===== config.mk =====
export PLATFORM = sky130hd
export DESIGN_NAME = lbp_scan_ctrl
export DESIGN_NICKNAME = d
export VERILOG_FILES = /design/src/rtl/lbp_scan_ctrl.sv
export SDC_FILE = /design/constraint.sdc
export NUM_CORES = 1
export LEC_CHECK = 0
export BUFFER_PORTS_ARGS = -buffer_cell sky130_fd_sc_hd__buf_2
export CAP_MARGIN = 25
export CORE_AREA = 3 3 84 86
export DETAILED_ROUTE_END_ITERATION = 12
export DIE_AREA = 0 0 87 89
export PLACE_DENSITY = 0.91
export RECOVER_POWER = 50
export SKIP_CTS_REPAIR_TIMING = 1
export SLEW_MARGIN = 5
export SYNTH_ARGS = -nofsm -noshare
export SYNTH_HDL_FRONTEND = slang
export SYNTH_SLANG_ARGS = --single-unit

===== constraint.sdc =====
create_clock -name clk -period 5.3 [get_ports clk]
set_clock_uncertainty 0.2 [all_clocks]
set_input_delay 0.265 -clock clk [delete_from_list [all_inputs] [get_ports clk]]
set_output_delay 0.265 -clock clk [all_outputs]
set_load 0.01 [all_outputs]

===== src/rtl/lbp_scan_ctrl.sv =====
// Raster-scan sequencer for the LBP pipeline: fetches each interior pixel's 3x3 window,
// streams it to the LBP core, and writes the core's code (or 0 for border pixels) to the LBP RAM.
module lbp_scan_ctrl #(
   parameter int IMG_W     = 64,
   parameter int IMG_H     = 64,
   parameter int ADDRWIDTH = 12,
   parameter int DATAWIDTH = 8
) (
   input  logic                 clk,
   input  logic                 rst,
   input  logic                 enable,
   output logic [ADDRWIDTH-1:0] gray_addr,
   output logic                 gray_OE,
   input  logic [DATAWIDTH-1:0] gray_data,
   output logic [DATAWIDTH-1:0] win_data,
   output logic [3:0]           win_idx,
   output logic                 win_valid,
   output logic                 win_last,
   input  logic [DATAWIDTH-1:0] core_result,
   input  logic                 core_valid,
   output logic [ADDRWIDTH-1:0] lbp_addr,
   output logic                 lbp_WEN,
   output logic [DATAWIDTH-1:0] lbp_data,
   output logic                 busy,
   output logic                 finish
);

   localparam int COLW = $clog2(IMG_W);
   localparam int ROWW = ADDRWIDTH - COLW;
   localparam logic [ADDRWIDTH-1:0] LAST_PIX = ADDRWIDTH'(IMG_W * IMG_H - 1);
   localparam logic [ADDRWIDTH-1:0] W_OFF    = ADDRWIDTH'(IMG_W);
   localparam logic [ADDRWIDTH-1:0] ONE      = ADDRWIDTH'(1);
   localparam logic [3:0]           K_LAST   = 4'd8;

   typedef enum logic [2:0] {
      S_IDLE,
      S_SELECT,
      S_FETCH,
      S_WAIT_CORE,
      S_WRITE,
      S_DONE
   } state_t;

   state_t                 r_state;
   state_t                 w_state_nxt;
   logic [ADDRWIDTH-1:0]   r_pix;
   logic [ADDRWIDTH-1:0]   r_gray_addr;
   logic [ADDRWIDTH-1:0]   r_lbp_addr;
   logic [ADDRWIDTH-1:0]   w_fetch_addr;
   logic [3:0]             r_k;
   logic [3:0]             r_win_idx;
   logic                   r_win_valid;
   logic                   r_win_last;
   logic [DATAWIDTH-1:0]   r_result;
   logic [COLW-1:0]        w_col;
   logic [ROWW-1:0]        w_row;
   logic                   w_border;
   logic                   w_start;
   logic                   w_last_pix;
   logic                   w_fetch;
   logic                   w_write;

   assign w_col      = r_pix[COLW-1:0];
   assign w_row      = r_pix[ADDRWIDTH-1:COLW];
   assign w_border   = (w_col == '0) || (w_col == COLW'(IMG_W - 1)) ||
                       (w_row == '0) || (w_row == ROWW'(IMG_H - 1));
   assign w_start    = ((r_state == S_IDLE) || (r_state == S_DONE)) && enable;
   assign w_last_pix = (r_pix == LAST_PIX);
   assign w_fetch    = (r_state == S_FETCH);
   assign w_write    = (r_state == S_WRITE);

   // Window order: center first, then the 8 neighbours row by row; wraps are harmless
   // because only interior pixels are ever fetched.
   always_comb begin
      // NOTE: every always_comb output gets a default first so no path can infer a latch.
      w_fetch_addr = r_pix;
      case (r_k)
         4'd1:    w_fetch_addr = r_pix - W_OFF - ONE;
         4'd2:    w_fetch_addr = r_pix - W_OFF;
         4'd3:    w_fetch_addr = r_pix - W_OFF + ONE;
         4'd4:    w_fetch_addr = r_pix - ONE;
         4'd5:    w_fetch_addr = r_pix + ONE;
         4'd6:    w_fetch_addr = r_pix + W_OFF - ONE;
         4'd7:    w_fetch_addr = r_pix + W_OFF;
         4'd8:    w_fetch_addr = r_pix + W_OFF + ONE;
         default: w_fetch_addr = r_pix;
      endcase
   end

   always_comb begin
      w_state_nxt = r_state;
      case (r_state)
         S_IDLE, S_DONE: if (enable) w_state_nxt = S_SELECT;
         S_SELECT:       w_state_nxt = w_border ? S_WRITE : S_FETCH;
         S_FETCH:        if (r_k == K_LAST) w_state_nxt = S_WAIT_CORE;
         S_WAIT_CORE:    if (core_valid) w_state_nxt = S_WRITE;
         S_WRITE:        w_state_nxt = w_last_pix ? S_DONE : S_SELECT;
         default:        w_state_nxt = S_IDLE;
      endcase
   end

   // NOTE: sequential state uses non-blocking assignments so every flop samples pre-edge values.
   always_ff @(posedge clk or negedge rst) begin
      if (!rst) begin
         r_state     <= S_IDLE;
         r_pix       <= '0;
         r_k         <= '0;
         r_gray_addr <= '0;
         r_lbp_addr  <= '0;
         r_result    <= '0;
         r_win_valid <= 1'b0;
         r_win_idx   <= '0;
         r_win_last  <= 1'b0;
      end else begin
         r_state <= w_state_nxt;

         if (w_start)
            r_pix <= '0;
         else if (w_write && !w_last_pix)
            r_pix <= r_pix + ONE;

         if (r_state == S_SELECT)
            r_k <= '0;
         else if (w_fetch)
            r_k <= r_k + 4'd1;

         if (w_fetch)
            r_gray_addr <= w_fetch_addr;
         if (w_write)
            r_lbp_addr <= r_pix;

         // A core_valid seen in any other state is stale or spurious and must not overwrite.
         if ((r_state == S_WAIT_CORE) && core_valid)
            r_result <= core_result;

         r_win_valid <= w_fetch;
         r_win_idx   <= w_fetch ? r_k : '0;
         r_win_last  <= w_fetch && (r_k == K_LAST);
      end
   end

   assign gray_OE   = w_fetch;
   assign gray_addr = w_fetch ? w_fetch_addr : r_gray_addr;
   assign lbp_WEN   = w_write;
   assign lbp_addr  = w_write ? r_pix : r_lbp_addr;
   assign lbp_data  = (w_write && !w_border) ? r_result : '0;
   assign win_valid = r_win_valid;
   assign win_idx   = r_win_idx;
   assign win_last  = r_win_last;
   assign win_data  = r_win_valid ? gray_data : '0;
   assign busy      = (r_state != S_IDLE) && (r_state != S_DONE);
   assign finish    = (r_state == S_DONE);

endmodule


==> impl_metrics.py, run 1 <==
metrics = {
    "status": {
        "run_status": "finished, violations left",
        "violations": "max-capacitance violations, max-slew violations",
    },
    "cts": {
        "cts_sinks": 57,
        "numCtsBuffers": 9,
        "cts_tree": "yes",
        "clk_pin_slew_ps": 70,
        "cts_root_buf": "clkbuf_8",
        "clk_latency_ps": 350,
        "cts_buffer_depth": 2,
        "cts-htree-levels": 3,
    },
    "yosys": {
        "yosys.area_share.xor_xnor_pct": 4.95,
        "synth.area.top_cells": "dfrtp_1, nand2_1, o21ai_0, a21oi_1, xnor2_1",
        "muxShareOfSynthArea_pct": 3.34,
        "yosys.area_share.simple_pct": 24.3,
        "synth_edf_count": 0,
        "synth-compound-area-share_pct": 21.5,
        "ys_async_sr_fraction_pct": 100,
        "yosysTopAreaCell": "dfrtp_1",
        "ys_types": 59,
        "synth_nets": 519,
        "synth_fa_ha_area_share_pct": 3.22,
        "synth_top_area_share_pct": 36.7,
        "synth_seq_cells": 57,
        "synth.most_common_cell": "nand2_1",
        "synth_top_family_by_area": "simple AND/OR/NAND/NOR gates",
        "synth_commonest_cells": "nand2_1, dfrtp_1, o21ai_0, nor2_1, clkbuf_1",
        "synth-seq-area-share_pct": 36.7,
        "synth_cells": 489,
        "ys_warn_count": 0,
        "synthFlopType": "dfrtp_1",
        "synth_area_um2": 3890,
        "syn_area_per_cell_um2": 7.96,
    },
    "floorplanning": {
        "num_rows": 29,
        "io_pins": 70,
        "core_area_um2": 6350,
        "die_y_um": 89,
        "initial_core_util_pct": 61.3,
        "die_area_um2": 7740,
        "dieWidth_um": 87,
    },
    "global_route": {
        "grt_pass1_wl_mm": 17.7,
        "gr-total-overflow": 0,
        "antenna_found_initial": 0,
        "grt_max_degree": 58,
        "grt_pass1_vias": 3520,
        "track_usage_pct": 29.1,
    },
    "timing": {
        "period_share_pct": 75.3,
        "tightest_slew_ps": 3020,
        "drv_slew": 58,
        "holdWs_ps": 74.5,
        "min_period_ps": 3990,
        "fmax_ghz": 0.251,
        "tns_ps": 0,
        "hold_violations": 0,
        "max_slew_margin_pct": -101,
        "finalSetupViolCount": 0,
        "rsz0062_at_grt": "no",
    },
    "critical_path": {
        "worstSetupPathType": "reg2out",
        "critPathMaxFanout": 16,
        "r2r_start": "r_state[1]",
        "cp-end-kind": "primary output",
        "worstPathArrival_ps": 3530,
        "max_stage_delay_ps": 520,
        "cp_slowest_cell": "ha_1",
        "worstSetupStartpointType": "flip-flop",
        "crit_start": "r_k[0]",
        "path_cells": "inv_1 > ha_1 > nor2_1 > nor2_1 > o22ai_1 > nor4_1 > xor2_1 > a221o_1 > o21ai_1 > o21ai_1 > buf_2",
        "required_ps": 4840,
    },
    "detailed_routing": {
        "viasPerCell": 6.31,
        "drt_iter0_drc": 643,
        "vias": 3955,
        "drc": 0,
        "wl_per_cell_um": 18.1,
        "drtPass1Iterations": 7,
        "ant_nets": 0,
        "wl_mm": 11.3,
    },
    "cells_and_area": {
        "nets": 575,
        "diodes": 0,
        "syn_to_final_growth_pct": 15.6,
        "drive_gt1_share_pct": 16.9,
    },
    "power_and_ir_drop": {
        "switchingPower_uw": 565,
        "netSwitchingFraction_pct": 37.3,
        "ir_drop_uv": 257,
        "seqPwrFrac_pct": 39.3,
        "power_uw": 1520,
        "p_per_area_nw_per_um2": 337,
        "combPwrFrac_pct": 30.2,
        "p_leak_uw": 0.00207,
        "power_frac_clock_pct": 30.5,
        "p_int_uw": 951,
    },
    "worst_hold_path": {
        "min-delay-start": "core_valid",
        "min_path_type": "in2reg",
    },
    "placement": {
        "post-dp-hpwl_mm": 7.75,
        "gp_congestion": 1.08,
        "portBuffers": 69,
    },
    "flow_run": {
        "max-cap-violations": 1,
    },
}
-- area by class of cell --
cell class	count	area, µm²
clock buffer	9	124
sequential	57	1430
clock inverter	7	95.1
fill	521	1850
multi-input combinational	374	2230
inverter	19	71.3
timing repair buffer	84	453
tap	77	96.3
-- layout by cell type (no fill, tap or decap), types with 14 or more instances in the layout --
cell       n
a21oi_1   29
and2_1    15
buf_2     59
clkbuf_1  14
dfrtp_1   57
inv_1     18
nand2_1   72
nand3_1   26
nor2_1    34
o21ai_0   46
xnor2_1   16
-- final timing paths --
kind / to / cells past startpoint / slack (ps)
worst min register to register: r_lbp_addr[3] / 2 / 270
min in group asynchronous: r_result[0] / 3 / 1330
worst max-delay path: gray_addr[8] / 11 / 1310
worst min-delay path: r_state[1] / 4 / 70
worst max register to register: r_pix[9] / 9 / 1350
max in group asynchronous: r_k[1] / 3 / 1850
-- worst max-delay path: cells and delay by family (launching register included) --
family,cells,cell delay (ps)
AO/OA/AOI/OAI,4,860
XOR/XNOR,1,130
adder cells (fa/ha/maj),1,520
buffers and inverters,2,330
flip-flops,1,450
AND/OR/NAND/NOR,3,880
-- routing by layer --
| layer | share of wire (%) | vias to the layer above | wire length (µm) | track usage [%] |
|---|---|---|---|---|
| li1 | - | 1843 | - | - |
| met3 | 11 | 49 | 1190 | 7.74 |
| met5 | 0 | - | 0 | 0 |
| met4 | 3.2 | 0 | 359 | 10.2 |
| met1 | 42 | 1809 | 4720 | 39.4 |
| met2 | 45 | 254 | 5080 | 45.3 |
-- sequential cells by signal, summed over array words and instances, names as in the netlist --
signal and flops:
r_gray_addr 12, r_lbp_addr 12, r_pix 12, r_result 8, r_k 4, win_idx 4
r_state 3, win_last 1, win_valid 1
-- power by group through the flow --
| stage | Sequential [µW] | Clock [µW] | Combinational [µW] |
|---|---|---|---|
| global placement | 593 | 0 | 431 |
| CTS | 592 | 462 | 445 |
| finish | 597 | 462 | 458 |
| global route | 607 | 483 | 513 |
| floorplan | 554 | 0 | 335 |
| detailed placement | 600 | 0 | 442 |
-- stage by stage --
step	cells	area, µm²	util (%)	setup slack (ps)
after floorplan	489	3890	-	2220
after global placement	601	4210	66.3	1790
after detailed placement	601	4210	66.3	1620
after CTS	617	4430	69.7	1450
after global routing	627	4500	70.8	967
final	627	4500	70.8	1310
-- cell families after synthesis --
family,after synthesis
AND/OR/NAND/NOR,194
AO/OA/AOI/OAI,136
adder cells (fa/ha/maj),10
multiplexers,12
XOR/XNOR,22
buffers and inverters,58
flip-flops,57
No activity file was read; power rests on OpenSTA's default activity.
==> inputs of run 2 (changes only) <==
--- a/config.mk
+++ b/config.mk
@@ -7,10 +7,10 @@
 export LEC_CHECK = 0
 export BUFFER_PORTS_ARGS = -buffer_cell sky130_fd_sc_hd__buf_2
 export CAP_MARGIN = 25
-export CORE_AREA = 3 3 84 86
+export CORE_AREA = 3 3 87 89
 export DETAILED_ROUTE_END_ITERATION = 12
-export DIE_AREA = 0 0 87 89
-export PLACE_DENSITY = 0.91
+export DIE_AREA = 0 0 90 92
+export PLACE_DENSITY = 0.86
 export RECOVER_POWER = 50
 export SKIP_CTS_REPAIR_TIMING = 1
 export SLEW_MARGIN = 5
==> constraint.sdc (replaced) <==
create_clock -name clk -period 3.73 [get_ports clk]
set_clock_uncertainty 0.2 [all_clocks]
set_input_delay 0.1865 -clock clk [delete_from_list [all_inputs] [get_ports clk]]
set_output_delay 0.1865 -clock clk [all_outputs]
set_load 0.01 [all_outputs]
==> impl_metrics.py, run 2 (synthesis results as in run 1) <==
metrics = {
    "status": {
        "run_status": "finished, violations left",
        "violations": "negative hold slack, max-capacitance violations, max-slew violations",
    },
    "detailed_routing": {
        "drc": 0,
        "drtPass1Iterations": 5,
        "wl_per_cell_um": 16.8,
        "drt_iter0_drc": 446,
        "vias": 3880,
        "wl_mm": 11.1,
        "viasPerCell": 5.90,
        "ant_nets": 0,
    },
    "global_route": {
        "gr-total-overflow": 0,
        "grt_max_degree": 34,
        "track_usage_pct": 27.0,
        "antenna_found_initial": 0,
        "grt_pass1_vias": 3634,
        "grt_pass1_wl_mm": 18.1,
    },
    "critical_path": {
        "path_cells": "inv_1 > ha_4 > inv_1 > or3_1 > a22o_1 > nor4_4 > nand4b_1 > xnor2_1 > a221oi_1 > o21ai_1 > buf_2",
        "worstSetupPathType": "reg2out",
        "max_stage_delay_ps": 450,
        "worstPathArrival_ps": 3140,
        "worstSetupStartpointType": "flip-flop",
        "required_ps": 3340,
        "path_common_cell": "inv_1",
        "critical_path_buf_inv_count": 3,
        "critPathTopFamily": "simple AND/OR/NAND/NOR gates",
        "critPathMaxFanout": 11,
        "cp_slowest_cell": "dfrtp_1",
        "cp-end-kind": "primary output",
    },
    "floorplanning": {
        "die_y_um": 92,
        "initial_core_util_pct": 57.0,
        "num_rows": 30,
        "core_area_um2": 6830,
        "dieWidth_um": 90,
        "io_pins": 70,
        "die_area_um2": 8280,
    },
    "cells_and_area": {
        "nets": 587,
        "diodes": 0,
        "drive_gt1_share_pct": 19.4,
        "seq_area_um2": 1430,
        "fillers": 598,
        "final_cell_mix": "nand2_1, buf_2, dfrtp_1, o21ai_0, nor2_1",
        "syn_to_final_growth_pct": 19.8,
        "layout_commonest_cell": "nand2_1",
        "multiInputGateArea_um2": 2260,
        "reg.largest.list": "r_gray_addr x12, r_lbp_addr x12, r_pix x12",
    },
    "power_and_ir_drop": {
        "p_per_area_nw_per_um2": 467,
        "ir_drop_uv": 410,
        "power_uw": 2180,
        "p_leak_uw": 0.00214,
    },
    "timing": {
        "fmax_ghz": 0.283,
        "holdWs_ps": -12.5,
        "drv_slew": 34,
        "finalSetupViolCount": 0,
        "max_slew_margin_pct": -17.4,
        "rsz0062_at_grt": "no",
        "period_share_pct": 94.6,
        "tightest_slew_ps": 1760,
        "tns_ps": 0,
        "min_period_ps": 3530,
        "hold_violations": 1,
    },
    "cts": {
        "cts-htree-levels": 3,
        "cts_buffer_depth": 2,
        "cts_root_buf": "clkbuf_8",
        "cts_sinks": 57,
        "cts_tree": "yes",
        "clk_latency_ps": 350,
        "numCtsBuffers": 9,
        "clk_pin_slew_ps": 80,
    },
    "flow_run": {
        "max-cap-violations": 1,
    },
    "worst_hold_path": {
        "min_path_type": "in2reg",
    },
    "placement": {
        "portBuffers": 69,
        "post-dp-hpwl_mm": 7.79,
        "gp_congestion": 1.02,
    },
}
-- run 2: cell types whose count changed in the layout (fill, tap and decap cells not counted), sizes merged --
cell         change
buf             +11
clkinv           -2
inv              +1
dlygate4sd3      +1
clkbuf           +1
-- run 2: tightest hold or removal path, cell delays in order --
cell and delay (ps):
buf_2 100, nand2_1 70, a21oi_1 70, nor2_1 80
-- run 2: cell type report --
| type | instances | area share (%) |
|---|---|---|
| clock buffer | 10 | 2.95 |
| clock inverter | 6 | 1.93 |
| inverter | 19 | 1.53 |
| multi-input combinational | 374 | 48.5 |
| sequential | 57 | 30.6 |
| tap | 96 | 2.58 |
| timing repair buffer | 96 | 11.9 |
-- run 2: path summary, 6_finish.rpt --
| check | start | end | slack, ps | depth (start not counted) |
|---|---|---|---|---|
| min in group asynchronous | rst | r_result[7] | 640 | 2 |
| max in group asynchronous | rst | r_pix[7] | 610 | 3 |
| setup reg to reg | r_k[0] | r_gray_addr[11] | 760 | 10 |
| hold / removal | core_valid | r_state[1] | -10 | 4 |
| setup / recovery | r_k[0] | gray_addr[11] | 200 | 11 |
| hold reg to reg | r_gray_addr[0] | r_gray_addr[0] | 280 | 2 |
-- run 2: per-stage QoR --
| stage | setup WS, ps | hold WS (ps) | cell area (µm²) | instances | utilization [%] |
|---|---|---|---|---|---|
| finish | 201 | -12.5 | 4660 | 658 | 68.3 |
| global route | 20.8 | 63.2 | 4660 | 658 | 68.3 |
| CTS | 6.17 | -291 | 4510 | 643 | 66.0 |
| detailed placement | 381 | 88.4 | 4280 | 627 | 62.7 |
| global placement | 442 | 78.2 | 4280 | 627 | 62.7 |
| floorplan | 724 | -309 | 3890 | 489 | - |
-- run 2: report_power, final --
group | switching, µW | total (µW) | internal (µW)
combinational | 417 | 665 | 248
sequential | 103 | 846 | 743
clock | 270 | 666 | 396
total | 790 | 2180 | 1390
-- run 2: metal layers --
| layer | track usage [%] | part of all wire [%] | up-vias |
|---|---|---|---|
| li1 | - | - | 1858 |
| met3 | 5.50 | 8.2 | 20 |
| met5 | 0 | 0 | - |
| met2 | 42.9 | 47 | 195 |
| met4 | 11.9 | 2.2 | 0 |
| met1 | 35.8 | 43 | 1807 |
==> inputs of run 3 (changes only) <==
--- a/config.mk
+++ b/config.mk
@@ -10,7 +10,7 @@
 export CORE_AREA = 3 3 87 89
 export DETAILED_ROUTE_END_ITERATION = 12
 export DIE_AREA = 0 0 90 92
-export PLACE_DENSITY = 0.86
+export PLACE_DENSITY = 0.8
 export RECOVER_POWER = 50
 export SKIP_CTS_REPAIR_TIMING = 1
 export SLEW_MARGIN = 5
==> impl_metrics.py, run 3 (synthesis results as in run 1) <==
metrics = {
    "detailed_routing": {
        "viasPerCell": 5.96,
        "wl_mm": 11.4,
        "vias": 3904,
        "drc": 0,
        "wl_per_cell_um": 17.5,
        "drt_iter0_drc": 461,
        "ant_nets": 0,
        "drtPass1Iterations": 5,
    },
    "critical_path": {
        "path_common_cell": "o21ai_1",
        "crit_path_end": "gray_addr[8]",
        "cp-end-kind": "primary output",
        "r2r_end": "r_pix[11]",
        "ff2ff_path_depth": 9,
        "required_ps": 3340,
        "critical_path_buf_inv_count": 1,
        "critPathMaxFanout": 12,
        "r2r_start": "r_state[0]",
        "path_depth": 10,
        "worstPathArrival_ps": 3190,
        "max_stage_delay_ps": 560,
        "crit_start": "r_pix[0]",
        "reg2reg_setup_slack_ps": 430,
        "worstSetupStartpointType": "flip-flop",
        "worstSetupPathType": "reg2out",
        "critPathTopFamily": "simple AND/OR/NAND/NOR gates",
        "cp_slowest_cell": "dfrtp_1",
        "path_cells": "ha_1 > and3_1 > nand3_1 > nor2_1 > nand2_1 > xnor2_1 > a221o_1 > o21ai_1 > o21ai_1 > buf_2",
    },
    "global_route": {
        "gr-total-overflow": 0,
        "track_usage_pct": 27.3,
        "grt_max_degree": 58,
        "grt_pass1_wl_mm": 18.2,
        "grt_pass1_vias": 3597,
        "antenna_found_initial": 1,
    },
    "timing": {
        "min_period_ps": 3580,
        "hold_violations": 1,
        "rsz0062_at_grt": "no",
        "max_slew_margin_pct": 6.08,
        "drv_slew": 0,
        "fmax_ghz": 0.279,
        "holdWs_ps": -23.4,
        "worst_slack_ps": 151,
        "finalSetupViolCount": 0,
        "tns_ps": 0,
        "period_share_pct": 96.0,
        "tightest_slew_ps": 1410,
    },
    "placement": {
        "post-dp-hpwl_mm": 7.97,
        "dpl_worst_slack_ps": 377,
        "placed_cells": 630,
        "portBuffers": 69,
        "placed_area_um2": 4310,
        "gp_congestion": 0.972,
    },
    "worst_hold_path": {
        "min_path_type": "in2reg",
        "min-delay-start": "enable",
    },
    "cells_and_area": {
        "syn_to_final_growth_pct": 18.6,
        "diodes": 0,
        "design_area_um2": 4620,
        "drive_gt1_share_pct": 19.1,
        "layout_commonest_cell": "nand2_1",
        "nets": 584,
        "final_cell_mix": "nand2_1, buf_2, dfrtp_1, o21ai_0, nor2_1",
        "fillers": 580,
        "final_cells": 655,
        "reg.largest.list": "r_gray_addr x12, r_lbp_addr x12, r_pix x12",
    },
    "power_and_ir_drop": {
        "p_per_area_nw_per_um2": 467,
        "power_frac_clock_pct": 30.2,
        "p_leak_uw": 0.00213,
        "switchingPower_uw": 794,
        "netSwitchingFraction_pct": 36.8,
        "ir_drop_uv": 280,
        "combPwrFrac_pct": 30.7,
        "p_int_uw": 1360,
        "seqPwrFrac_pct": 39.1,
    },
    "floorplanning": {
        "num_rows": 30,
        "die_y_um": 92,
        "initial_core_util_pct": 57.0,
        "dieWidth_um": 90,
        "die_area_um2": 8280,
        "io_pins": 70,
        "core_area_um2": 6830,
    },
    "flow_run": {
        "max-cap-violations": 0,
    },
    "cts": {
        "cts_sinks": 57,
        "clk_latency_ps": 340,
        "numCtsBuffers": 9,
        "cts_buffer_depth": 2,
        "cts_root_buf": "clkbuf_8",
        "cts-htree-levels": 3,
        "cts_tree": "yes",
        "clk_pin_slew_ps": 70,
    },
    "status": {
        "violations": "negative hold slack",
        "run_status": "finished, violations left",
    },
}
run 3: power groups by stage:
| stage | clock network, µW | logic, µW | registers [µW] |
|---|---|---|---|
| 6_report | 651 | 662 | 843 |
| 5_1_grt | 690 | 737 | 861 |
| 4_1_cts | 655 | 657 | 840 |
| 3_5_place_dp | 0 | 652 | 851 |
| 3_3_place_gp | 0 | 640 | 844 |
| 2_1_floorplan | 0 | 476 | 788 |
run 3: worst reg2reg max path: cells and delay by family, from the launching register on:
| family | cells | cell delay, ps |
|---|---|---|
| AOI/OAI and AO/OA | 4 | 640 |
| buffers and inverters | 4 | 1670 |
| DFF | 1 | 560 |
| and+or+nand+nor | 1 | 130 |
run 3: worst min-delay path by stage:
stage / slack [ps] / endpoint / cells after the start
floorplan: -310 / r_gray_addr[0] / 0
global placement: 160 / r_result[6] / 2
detailed placement: 170 / r_result[2] / 2
CTS: -190 / r_result[2] / 2
global route: 1 / r_state[0] / 3
finish: -20 / r_state[0] / 3
run 3: layer usage:
metal | track usage, % | wire length [µm]
met5 | 0 | 12
met4 | 8.29 | 170
met3 | 5.74 | 910
met2 | 44.3 | 5290
met1 | 36.8 | 5060
run 3: area by class of cell:
| cell class | count | area [µm²] | area share, % |
|---|---|---|---|
| inverter | 19 | 71.3 | 1.55 |
| tap | 96 | 120 | 2.60 |
| clock buffer | 9 | 124 | 2.68 |
| clock inverter | 7 | 95.1 | 2.06 |
| multi-input combinational | 374 | 2250 | 48.7 |
| sequential | 57 | 1430 | 30.9 |
| timing repair buffer | 93 | 529 | 11.5 |
run 3: through the flow:
| stage | power (µW) | util (%) |
|---|---|---|
| 2_1_floorplan | 1260 | - |
| 3_3_place_gp | 1480 | 63.0 |
| 3_5_place_dp | 1500 | 63.0 |
| 4_1_cts | 2150 | 66.2 |
| 5_1_grt | 2290 | 67.6 |
| 6_report | 2160 | 67.6 |
